$ cat src/rtl/fbus_regfile.sv
// MCU strobe-bus register file: synchronised writes land in shadow registers and
// commit atomically to the live bank when fcs deasserts. Readback port: FBUS_READBACK_EN.
module fbus_regfile #(
    parameter int unsigned   DW      = 16,
    parameter int unsigned   AW      = 3,
    parameter int unsigned   NREG    = 8,
    parameter logic [DW-1:0] RST_VAL = '0
) (
    input  logic                 clk,
    input  logic                 rst_n,
    input  logic [DW-1:0]        fdata,
    input  logic [AW-1:0]        faddr,
    input  logic                 fclk,
    input  logic                 fcs,
`ifdef FBUS_READBACK_EN
    input  logic                 frd,
    output logic [DW-1:0]        fq,
    output logic                 fq_oe,
`endif
    output logic [NREG*DW-1:0]   regs_flat,
    output logic                 upd,
    output logic [NREG-1:0]      upd_mask,
    output logic [7:0]           wr_cnt,
    output logic                 err_addr
);

    typedef enum logic [1:0] {
        ST_IDLE,
        ST_SEL,
        ST_COMMIT
    } state_t;

    state_t r_state;
    state_t w_state_nxt;

    logic [2:0]      r_fclk_s;
    logic [2:0]      r_fcs_s;
    logic [DW-1:0]   r_fdata_d0;
    logic [DW-1:0]   r_fdata_d1;
    logic [AW-1:0]   r_faddr_d0;
    logic [AW-1:0]   r_faddr_d1;
    logic [AW-1:0]   r_addr_q;
    logic            r_post_rst;
    logic            r_cs_armed;
    logic            r_csf_pend;

    logic [DW-1:0]   r_shadow [NREG];
    logic [DW-1:0]   r_live   [NREG];
    logic [NREG-1:0] r_dirty;
    logic [7:0]      r_cnt;
    logic            r_upd;
    logic [NREG-1:0] r_upd_mask;
    logic [7:0]      r_wr_cnt;
    logic            r_err;

    logic w_fall;
    logic w_csr;
    logic w_csf;
    logic w_addr_ok;
    logic w_wr;

    // Bit 0 is s0 (pin side), bit 2 is s2; data/address pairs stay aligned with s1.
    always_ff @(posedge clk) begin
        if (!rst_n) begin
            r_fclk_s   <= '0;
            r_fcs_s    <= '1;
            r_fdata_d0 <= '0;
            r_fdata_d1 <= '0;
            r_faddr_d0 <= '0;
            r_faddr_d1 <= '0;
            r_addr_q   <= '0;
            r_post_rst <= 1'b0;
            r_cs_armed <= 1'b0;
        end else begin
            r_fclk_s   <= {r_fclk_s[1:0], fclk};
            r_fcs_s    <= {r_fcs_s[1:0], fcs};
            r_fdata_d0 <= fdata;
            r_fdata_d1 <= r_fdata_d0;
            r_faddr_d0 <= faddr;
            r_faddr_d1 <= r_faddr_d0;
            if (r_fclk_s[1] && !r_fcs_s[1]) begin
                r_addr_q <= r_faddr_d1;
            end
            r_post_rst <= 1'b1;
            // A select that was already low across reset must not open a transaction.
            if (r_post_rst && r_fcs_s[0]) begin
                r_cs_armed <= 1'b1;
            end
        end
    end

    assign w_fall    = r_fclk_s[2] & ~r_fclk_s[1];
    assign w_csr     = ~r_fcs_s[2] & r_fcs_s[1];
    assign w_csf     = r_fcs_s[2] & ~r_fcs_s[1] & r_cs_armed;
    assign w_addr_ok = (32'(r_addr_q) < NREG);
    assign w_wr      = (r_state == ST_SEL) && w_fall;

    always_ff @(posedge clk) begin
        if (!rst_n) begin
            r_state    <= ST_IDLE;
            r_csf_pend <= 1'b0;
        end else begin
            r_state    <= w_state_nxt;
            r_csf_pend <= (r_state == ST_COMMIT) && w_csf;
        end
    end

    always_comb begin
        w_state_nxt = r_state;
        case (r_state)
            ST_IDLE:   if (w_csf || r_csf_pend) w_state_nxt = ST_SEL;
            ST_SEL:    if (w_csr) w_state_nxt = ST_COMMIT;
            ST_COMMIT: w_state_nxt = ST_IDLE;
            default:   w_state_nxt = ST_IDLE;
        endcase
    end

    always_ff @(posedge clk) begin
        if (!rst_n) begin
            for (int unsigned i = 0; i < NREG; i++) begin
                r_shadow[i] <= RST_VAL;
                r_live[i]   <= RST_VAL;
            end
            r_dirty    <= '0;
            r_cnt      <= '0;
            r_upd      <= 1'b0;
            r_upd_mask <= '0;
            r_wr_cnt   <= '0;
            r_err      <= 1'b0;
        end else begin
            r_upd <= 1'b0;
            if (w_wr) begin
                if (w_addr_ok) begin
                    for (int unsigned i = 0; i < NREG; i++) begin
                        if (r_addr_q == AW'(i)) begin
                            r_shadow[i] <= r_fdata_d1;
                            r_dirty[i]  <= 1'b1;
                        end
                    end
                    if (r_cnt != 8'hFF) begin
                        r_cnt <= r_cnt + 8'd1;
                    end
                end else begin
                    r_err <= 1'b1;
                end
            end
            if (r_state == ST_COMMIT) begin
                for (int unsigned i = 0; i < NREG; i++) begin
                    if (r_dirty[i]) begin
                        r_live[i] <= r_shadow[i];
                    end
                end
                r_upd_mask <= r_dirty;
                r_wr_cnt   <= r_cnt;
                r_upd      <= |r_dirty;
                r_dirty    <= '0;
                r_cnt      <= '0;
                if (|r_dirty) begin
                    r_err <= 1'b0;
                end
            end
        end
    end

    always_comb begin
        regs_flat = '0;
        for (int unsigned i = 0; i < NREG; i++) begin
            regs_flat[i*DW +: DW] = r_live[i];
        end
    end

    assign upd      = r_upd;
    assign upd_mask = r_upd_mask;
    assign wr_cnt   = r_wr_cnt;
    assign err_addr = r_err;

`ifdef FBUS_READBACK_EN
    logic [1:0]    r_frd_s;
    logic [DW-1:0] r_fq;
    logic          r_fq_oe;
    logic [DW-1:0] w_rd_word;
    logic          w_rd_en;

    // Unmatched (out-of-range) addresses fall through to zero.
    always_comb begin
        w_rd_word = '0;
        for (int unsigned i = 0; i < NREG; i++) begin
            if (r_addr_q == AW'(i)) begin
                w_rd_word = r_live[i];
            end
        end
    end

    assign w_rd_en = ~r_fcs_s[1] & r_frd_s[1];

    always_ff @(posedge clk) begin
        if (!rst_n) begin
            r_frd_s <= '0;
            r_fq    <= '0;
            r_fq_oe <= 1'b0;
        end else begin
            r_frd_s <= {r_frd_s[0], frd};
            r_fq_oe <= w_rd_en;
            if (w_rd_en) begin
                r_fq <= w_rd_word;
            end
        end
    end

    assign fq    = r_fq;
    assign fq_oe = r_fq_oe;
`endif

endmodule

$ cat config.mk
export PLATFORM = sky130hd
export DESIGN_NAME = fbus_regfile
export DESIGN_NICKNAME = d
export VERILOG_FILES = /design/src/rtl/fbus_regfile.sv
export SDC_FILE = /design/constraint.sdc
export NUM_CORES = 1
export LEC_CHECK = 0
export CORE_UTILIZATION = 60
export CTS_BUF_LIST = sky130_fd_sc_hd__clkbuf_4
export DETAILED_ROUTE_END_ITERATION = 6
export PLACE_DENSITY = 0.92
export SYNTH_ARGS = -nofsm -noshare
export SYNTH_HDL_FRONTEND = slang
export SYNTH_SLANG_ARGS = --single-unit
$ cat constraint.sdc
create_clock -name clk -period 6.95 [get_ports clk]
set_clock_uncertainty 0.15 [all_clocks]
set_input_delay 1.0425 -clock clk [delete_from_list [all_inputs] [get_ports clk]]
set_output_delay 1.0425 -clock clk [all_outputs]
set_load 0.1 [all_outputs]
**Word-level counts from Yosys, hierarchy flattened**

Memory sizes are Yosys's and may differ from the RTL's.
Cells that the tools add are included.

- Register bits: 85
- Latch bits: 0
- Bits in writable memories: 256
- Bits in read-only memories: 0
- Input bits: 23
- Output and inout bits: 146
- Word-level logic and storage cells: 168
- Memories kept: 2

Memory list:

| name | depth | width | read ports | clocked after memory_dff | write ports | RTL line | text |
|---|---|---|---|---|---|---|---|
| r_live | 8 | 16 | 8 | 0 | 8 | 48 | `logic [DW-1:0] r_live [NREG];` |
| r_shadow | 8 | 16 | 8 | 0 | 8 | 47 | `logic [DW-1:0] r_shadow [NREG];` |

- Add/subtract/negate cells: 1
- Multipliers: 0
- Divide/modulo/power cells: 0
- Order comparisons: 0
- Equality and inequality tests: 12
- Shift-type cells: 0
- Mux-type cells: 85
- Bitwise operators: 24
- Reduce and logical (&&, ||, !) cells: 21

Operators by type and width:

| operator | number |
|---|---|
| $mux 16 | 16 |
| $mux 1 | 66 |
| $reduce_and 2->1 | 11 |
| $or 1x1->1 | 16 |
| $eq 3x3->1 const B | 4 |
| $add 8x1->8 const B | 1 |
| $ne 8x8->1 const B | 1 |
| $reduce_or 8->1 | 1 |
| $eq 3x2->1 const B | 2 |
| $and 1x1->1 | 4 |
| $logic_and 1x1->1 | 4 |
| $mux 2 | 2 |
| $ne 2x2->1 const B | 2 |
| $not 1->1 | 4 |
| $pmux 2 s2 | 1 |
| $eq 3x1->1 const B | 1 |
| $logic_not 3->1 | 1 |
| $eq 2x1->1 const B | 1 |
| $eq 2x2->1 const B | 1 |
| $logic_not 2->1 | 1 |
| $reduce_or 2->1 | 1 |
| $logic_not 1->1 | 1 |
| $logic_or 1x1->1 | 1 |

**Logic depth before layout (Yosys ltp)**

Gate-level depths: netlist (run 1).

- Word-level depth: 7
- Gate-level depth with buffers: 5
- Depth with buffers taken out: 4

**Worst setup path after synthesis (run 1)**

Ideal clock, no wire load.

- Kind: input -> register
- Start: in rst_n
- End: mem r_live[6][0], in the netlist r_live[1][32], enable pin
- Library setup time: 0.364 ns
- Data arrival time: 2.201 ns
- Data required time: 6.436 ns
- Path slack: 4.235 ns
- Stages on the path: 4
- Buffers on the path: 3
- Cells stage by stage: clkbuf_1 > clkbuf_1 > clkbuf_1 > nand2_1

RTL lines:

| what | RTL line | text |
|---|---|---|
| from (decl) | 10 | `input logic rst_n,` |
| to (decl) | 48 |  |

==> qor_table.md, run 1 <==
| Parameter | This run | Unit |
|---|---|---|
| Clock Latency Late Sink | 690 | ps |
| Cell Area, Placed | 13900 | um^2 |
| Gr usage total | 27.1 | % |
| Initial detailed-routing violation count | 711 | - |
| Number of register bits inferred by synthesis | 341 | - |
| Number of failing hold endpoints at the final stage | 0 | - |
| HPWL after detailed placement | 16600 | um |
| DRC violations left | 0 | - |
| Number of warnings printed during yosys synthesis | 0 | - |
| Data required time of the critical path | 5760 | ps |
| Max Fclk | 290 | MHz |
| Mux contribution to synthesized area | 0.583 | % |
| Number of buffer and inverter instances along the worst setup path | 1 | - |
| Setup CP Type | reg2out | - |
| CTS Buffer Depth | 3 | - |
| Xor and xnor fraction of the mapped netlist area | 0 | % |
| Run status | finished clean | - |
| Residual overflow from global routing | 0 | - |
| Slew @ Worst Pin | 1320 | ps |
| Highest fanout seen on the critical path | 1 | - |
| Overall power of the completed layout | 4.22 | mW |
| Worst-case headroom to the max-slew limit | 11.5 | % |
| Critical path, cell by cell | clkdlybuf4s50_1 | - |
| Final critical-path setup slack | 3500 | ps |
| Synth-to-Final Area Change | 24.0 | % |
| Commonest cells after routing, fill and taps aside | sky130_fd_sc_hd__edfxtp_1 (256), sky130_fd_sc_hd__and2_1 (170), sky130_fd_sc_hd__clkdlybuf4s50_1 (166) | - |
| Number of vias after detailed routing | 7475 | - |
| # nets final | 1065 | - |
| First-pass GRT wire length | 40400 | um |
| Detail-routed net length per standard cell | 19.5 | um |
| Leakage Power | 5.65 | nW |
| Placer Congestion | 0.782 | - |
| Unrepaired setup endpoints after global routing | false | - |
| Pre-CTS WS | 3610 | ps |
| Initial antenna violation count | 1 | - |
| Number of standard-cell rows in the floorplan | 51 | - |
| Synth area leaders | sky130_fd_sc_hd__edfxtp_1 (64%), sky130_fd_sc_hd__dfxtp_1 (14%), sky130_fd_sc_hd__and2_1 (8.9%), sky130_fd_sc_hd__nor2_1 (2.9%), sky130_fd_sc_hd__nand2_1 (1.6%) | - |
| Pin count of the biggest net entering global routing | 106 | - |
| Type of origin of the critical path | flip-flop | - |
| Number of hold-repair buffers added at the cts stage | 0 | - |
| Number of different library cells in the post-synthesis netlist | 36 | - |
| Core Box Area | 19500 | um^2 |
| Library cell occupying the most area in the post-synthesis netlist | sky130_fd_sc_hd__edfxtp_1 | - |
| # Max-Cap Violations | 0 | - |
| Total setup violations reported at the end of the flow | 0 | - |
| Synthesized Nets | 858 | - |
| Number of global-route vias before repair | 7481 | - |
| Worst-case vdd ir drop | 150 | uV |
| Count of cells resized by post-cts repair | 0 | - |
| Total length of routed wires | 26700 | um |
| Fraction of synthesized cell area taken by the top area cell type | 64.0 | % |
| Post-route cell area | 14900 | um^2 |
| Die Ht | 144 | um |
| Syn Area/Cell | 14.4 | um^2 |
| Root buffer selected by CTS | sky130_fd_sc_hd__clkbuf_4 | - |
| Category of the worst setup path capture point | output port | - |
| Share of the clock period used by the worst path after layout | 49.6 | % |
| Num CTS Buffers | 78 | - |
| Sequential cell area fraction in the yosys report | 78.1 | % |
| Die Footprint | 20600 | um^2 |
| Area share of and/or/nand/nor cells after synthesis | 16.3 | % |
| Count of final max-slew check failures | 0 | - |
| Power per Cell Area | 283 | nW/um^2 |
| Worst stage delay on the critical path | 1160 | ps |
| Antenna viol nets, final | 0 | - |
| Leading cell type in the layout, fill and taps excluded | sky130_fd_sc_hd__edfxtp_1 | - |
| Buffers on Ports | 167 | - |
| Final design utilization | 76.3 | % |
| Starting utilization of the core area | 61.5 | % |
| TNS Setup | 0 | ps |
| Crit path DAT | 2260 | ps |
| Detailed-route vias per instance | 5.46 | - |
| Main combinational cell family by area after synthesis | simple AND/OR/NAND/NOR gates | - |
| Hold WC Path Type | reg2reg | - |
| Crit path max-delay cell type | sky130_fd_sc_hd__clkdlybuf4s50_1 | - |
| Critical path's top delay family | buffers and inverters | - |
| Post-synthesis instance area | 12000 | um^2 |
| Fraction of final layout cells sized beyond drive strength 1 | 13.4 | % |
| Level count of the clock H-tree | 3 | - |
| Post-Syn Instances | 834 | - |
| Post-synthesis adder-cell area fraction | 0.104 | % |
| Post-CTS setup-driven buffer insertion count | 0 | - |
| Time the final worst path needs with I/O delays and setup | 3450 | ps |
| Drt first pass iters | 5 | - |
| Die boundary width | 144 | um |
| Synthesized-area fraction occupied by ao, oa, aoi and oai cells | 2.55 | % |
| Clk slew on worst S/H paths | 70 | ps |
| TritonCTS clock tree | built | - |
| Number of clock sinks | 341 | - |
| Io pins | 169 | - |
-- where the power goes --
group / switching, mW / internal, mW / leakage [nW]
clock network: 0.771 / 0.817 / 0.619
logic: 0.287 / 0.0701 / 1.68
registers: 0.0249 / 2.25 / 3.35
total: 1.08 / 3.14 / 5.65
-- logic make-up after synthesis --
kind of cell	Yosys count
AND/OR/NAND/NOR	367
AO/OA/AOI/OAI	47
adder cells (fa/ha/maj)	1
flip-flops	341
multiplexers	7
buffers and inverters	70
other	1
-- flip-flops by register name (all words and copies together), names as in the netlist, 8 cells and up --
signal and count:
r_cnt 8, r_dirty 8, r_fdata_d0 16, r_fdata_d1 16, r_live 128, r_shadow 128
upd_mask 8, wr_cnt 8
-- area by class of cell --
cell class                 instances  area, um^2
antenna                            1        2.50
clock buffer                     125         938
clock inverter                    18        70.1
fill                            1093        4630
inverter                          26        97.6
multi-input combinational        423        2360
sequential                       341        9390
tap                              265         332
timing repair buffer             171        1700
-- per-stage QoR --
step                instances  hold WS, ps
CTS                      1369          281
floorplan                 834          261
detailed placement       1226          273
global route             1370          300
finish                   1370          280
global placement         1226          263
-- synthesized netlist by cell type --
library cell / count
sky130_fd_sc_hd__buf_4: 1
sky130_fd_sc_hd__nor2b_1: 7
sky130_fd_sc_hd__a31o_2: 1
sky130_fd_sc_hd__nand4bb_1: 1
sky130_fd_sc_hd__nand4_1: 1
sky130_fd_sc_hd__mux2i_1: 7
sky130_fd_sc_hd__ha_1: 1
sky130_fd_sc_hd__and3_1: 9
sky130_fd_sc_hd__dfxtp_1: 85
sky130_fd_sc_hd__nand2_1: 50
sky130_fd_sc_hd__o21ai_0: 7
sky130_fd_sc_hd__nor4b_1: 1
sky130_fd_sc_hd__a21boi_0: 10
sky130_fd_sc_hd__and4bb_2: 1
sky130_fd_sc_hd__and2_1: 170
sky130_fd_sc_hd__inv_1: 26
sky130_fd_sc_hd__conb_1: 1
sky130_fd_sc_hd__buf_6: 1
sky130_fd_sc_hd__a211oi_1: 5
sky130_fd_sc_hd__nor2_2: 6
sky130_fd_sc_hd__nand2b_1: 5
sky130_fd_sc_hd__a2111oi_0: 1
sky130_fd_sc_hd__nor2_1: 93
sky130_fd_sc_hd__nand4b_1: 2
sky130_fd_sc_hd__clkbuf_1: 40
sky130_fd_sc_hd__a21o_1: 7
sky130_fd_sc_hd__nand3b_1: 6
sky130_fd_sc_hd__o211a_1: 1
sky130_fd_sc_hd__a21oi_1: 14
sky130_fd_sc_hd__a41oi_1: 1
sky130_fd_sc_hd__nand3_1: 11
sky130_fd_sc_hd__and4_1: 1
sky130_fd_sc_hd__buf_2: 2
sky130_fd_sc_hd__nor4_1: 2
sky130_fd_sc_hd__or4b_1: 1
sky130_fd_sc_hd__edfxtp_1: 256
-- final timing paths --
| kind | from | endpoint | slack [ps] | cells past startpoint |
|---|---|---|---|---|
| worst max-delay path | r_live[1][16] | regs_flat[80] | 3500 | 1 |
| worst min-delay path | r_fdata_d0[11] | r_fdata_d1[11] | 280 | 1 |
| worst max register to register | r_state[0] | r_shadow[1][28] | 3980 | 3 |
| worst min register to register | r_fdata_d0[11] | r_fdata_d1[11] | 280 | 1 |
-- routing by layer --
metal / vias to the layer above / part of all wire (%) / global-route usage, %
met5: - / 0 / 0
met4: 0 / 3.2 / 13.4
met3: 74 / 8.9 / 5.20
met2: 473 / 53 / 47.4
met1: 3617 / 35 / 32.2
li1: 3311 / - / -
Power figures use the tool's default switching activity.
==> run 2, diff against run 1 <==
- CORE_UTILIZATION: 60 -> 51
- PLACE_DENSITY: 0.92 -> 0.83
- clock period: 6.95 -> 3 ns (I/O delays scaled with it)
==> run 2 against run 1 <==
Against the previous run: utilization decreased by 12 points; non-clock buffer count is 11 higher; register-to-register slack lost 3500 ps; critical path type is now reg2reg; largest cell class unchanged; largest power group unchanged.
==> qor_table.md, run 2 (synthesized netlist as in run 1, its figures left out) <==
| Parameter | This run | Unit |
|---|---|---|
| Slew @ Worst Pin | 752 | ps |
| Count of cells resized by post-cts repair | 0 | - |
| Total length of routed wires | 24100 | um |
| Buffers on Ports | 167 | - |
| Residual overflow from global routing | 0 | - |
| # Max-Cap Violations | 0 | - |
| Fraction of final layout cells sized beyond drive strength 1 | 27.0 | % |
| Io pins | 169 | - |
| Placer Congestion | 0.806 | - |
| Clk slew on worst S/H paths | 70 | ps |
| Worst-case headroom to the max-slew limit | 49.9 | % |
| Die Ht | 155 | um |
| Critical path's top delay family | simple AND/OR/NAND/NOR gates | - |
| Post-CTS setup-driven buffer insertion count | 0 | - |
| Category of the worst setup path capture point | flip-flop | - |
| Unrepaired setup endpoints after global routing | false | - |
| Leading cell type in the layout, fill and taps excluded | sky130_fd_sc_hd__edfxtp_1 | - |
| Number of standard-cell rows in the floorplan | 55 | - |
| Hold WC Path Type | in2reg | - |
| Antenna viol nets, final | 0 | - |
| Detailed-route vias per instance | 4.91 | - |
| Die Footprint | 24200 | um^2 |
| Initial detailed-routing violation count | 740 | - |
| Worst-case vdd ir drop | 277 | uV |
| Setup CP Type | reg2reg | - |
| Pin count of the biggest net entering global routing | 94 | - |
| HPWL after detailed placement | 15300 | um |
| Crit path max-delay cell type | sky130_fd_sc_hd__or4b_1 | - |
| Setup slack on the worst flop-to-flop path | 500 | ps |
| Highest fanout seen on the critical path | 18 | - |
| Share of the clock period used by the worst path after layout | 83.3 | % |
| CTS Buffer Depth | 3 | - |
| Number of clock sinks | 341 | - |
| Number of vias after detailed routing | 6990 | - |
| Time the final worst path needs with I/O delays and setup | 2500 | ps |
| Num CTS Buffers | 80 | - |
| # nets final | 1078 | - |
| Leakage Power | 5.87 | nW |
| Commonest cells after routing, fill and taps aside | sky130_fd_sc_hd__edfxtp_1 (256), sky130_fd_sc_hd__and2_1 (170), sky130_fd_sc_hd__buf_4 (161) | - |
| Worst stage delay on the critical path | 520 | ps |
| Crit path DAT | 2650 | ps |
| Type of origin of the critical path | flip-flop | - |
| Number of failing hold endpoints at the final stage | 0 | - |
| Starting utilization of the core area | 52.6 | % |
| Gr usage total | 19.8 | % |
| TritonCTS clock tree | built | - |
| Clock Latency Late Sink | 750 | ps |
| Count of final max-slew check failures | 0 | - |
| Detail-routed net length per standard cell | 16.9 | um |
| Initial antenna violation count | 1 | - |
| Critical path, cell by cell | nand4bb_1 > or4b_1 > buf_4 > nand2_1 | - |
| Root buffer selected by CTS | sky130_fd_sc_hd__clkbuf_4 | - |
| Max Fclk | 400 | MHz |
| Final design utilization | 64.2 | % |
| TNS Setup | 0 | ps |
| Run status | finished clean | - |
| Number of global-route vias before repair | 6599 | - |
| Level count of the clock H-tree | 3 | - |
| Core Box Area | 22800 | um^2 |
| Drt first pass iters | 5 | - |
| Synth-to-Final Area Change | 22.1 | % |
| Number of hold-repair buffers added at the cts stage | 0 | - |
| Number of fill cells in the layout | 1656 | - |
| DRC violations left | 0 | - |
| Largest registers | r_live x128, r_shadow x128 | - |
| Number of buffer and inverter instances along the worst setup path | 1 | - |
| Power per Cell Area | 662 | nW/um^2 |
| First-pass GRT wire length | 35100 | um |
| Die boundary width | 155 | um |
| Ant diodes | 0 | - |
| Data required time of the critical path | 3150 | ps |
| Total setup violations reported at the end of the flow | 0 | - |
## run 2: changes by cell type in the layout (fill, tap and decap cells not counted), moves of 2 or more
cell,delta
sky130_fd_sc_hd__buf_4,+156
sky130_fd_sc_hd__clkdlybuf4s50_1,-145
sky130_fd_sc_hd__clkinvlp_4,+4
sky130_fd_sc_hd__inv_2,-4
sky130_fd_sc_hd__o21ai_1,+4
sky130_fd_sc_hd__o21ai_2,-4
sky130_fd_sc_hd__clkinv_1,-3
sky130_fd_sc_hd__clkinv_2,-2
sky130_fd_sc_hd__clkinv_4,+2
## run 2: per-stage QoR
step / cells / power, mW / worst slack, ps / hold WS [ps] / cell area, um^2
finish: 1425 / 9.71 / 502 / 131 / 14700
global route: 1425 / 10.0 / 421 / 105 / 14700
CTS: 1425 / 9.78 / 486 / 84.0 / 14700
detailed placement: 1285 / 6.17 / 599 / 268 / 13600
global placement: 1285 / 6.16 / 701 / 267 / 13600
floorplan: 834 / 5.97 / 430 / 261 / 12000
## run 2: layout make-up
type / count / area (um^2) / area share, %
inverters: 26 / 97.6 / 0.665
repair buffers: 182 / 1420 / 9.67
flip-flops and latches: 341 / 9390 / 64.0
well taps: 313 / 392 / 2.67
multi-input cells: 423 / 2350 / 16.0
clock buffers: 124 / 931 / 6.35
clock inverters: 16 / 90.1 / 0.614
## run 2: path summary, 6_finish.rpt
path / start / endpoint / cells after the start
worst max-delay path: r_state[0] / r_shadow[0][28] / 4
worst min register to register: r_fdata_d0[7] / r_fdata_d1[7] / 1
worst max register to register: r_state[0] / r_shadow[0][28] / 4
worst min-delay path: fdata[13] / r_fdata_d0[13] / 2
## run 2: power by group
part	leakage [nW]	internal, mW	switching [mW]
clock	0.598	1.89	1.75
combinational	1.92	0.143	0.660
sequential	3.35	5.22	0.0492
total	5.87	7.25	2.46
## run 2: worst reg2reg max path, delay by kind of cell (launching register included)
| kind | cells | cell delay (ps) |
|---|---|---|
| flops | 1 | 400 |
| buf+inv | 1 | 220 |
| simple gates | 3 | 1280 |
## run 2: layer usage
layer	global-route usage [%]	routed length (um)	share of wire (%)	up-vias
met2	32.7	11800	49	327
met5	0	0	0	-
li1	-	-	-	3350
met3	5.74	2010	8.4	47
met4	9.10	614	2.6	0
met1	24.2	9680	40	3266
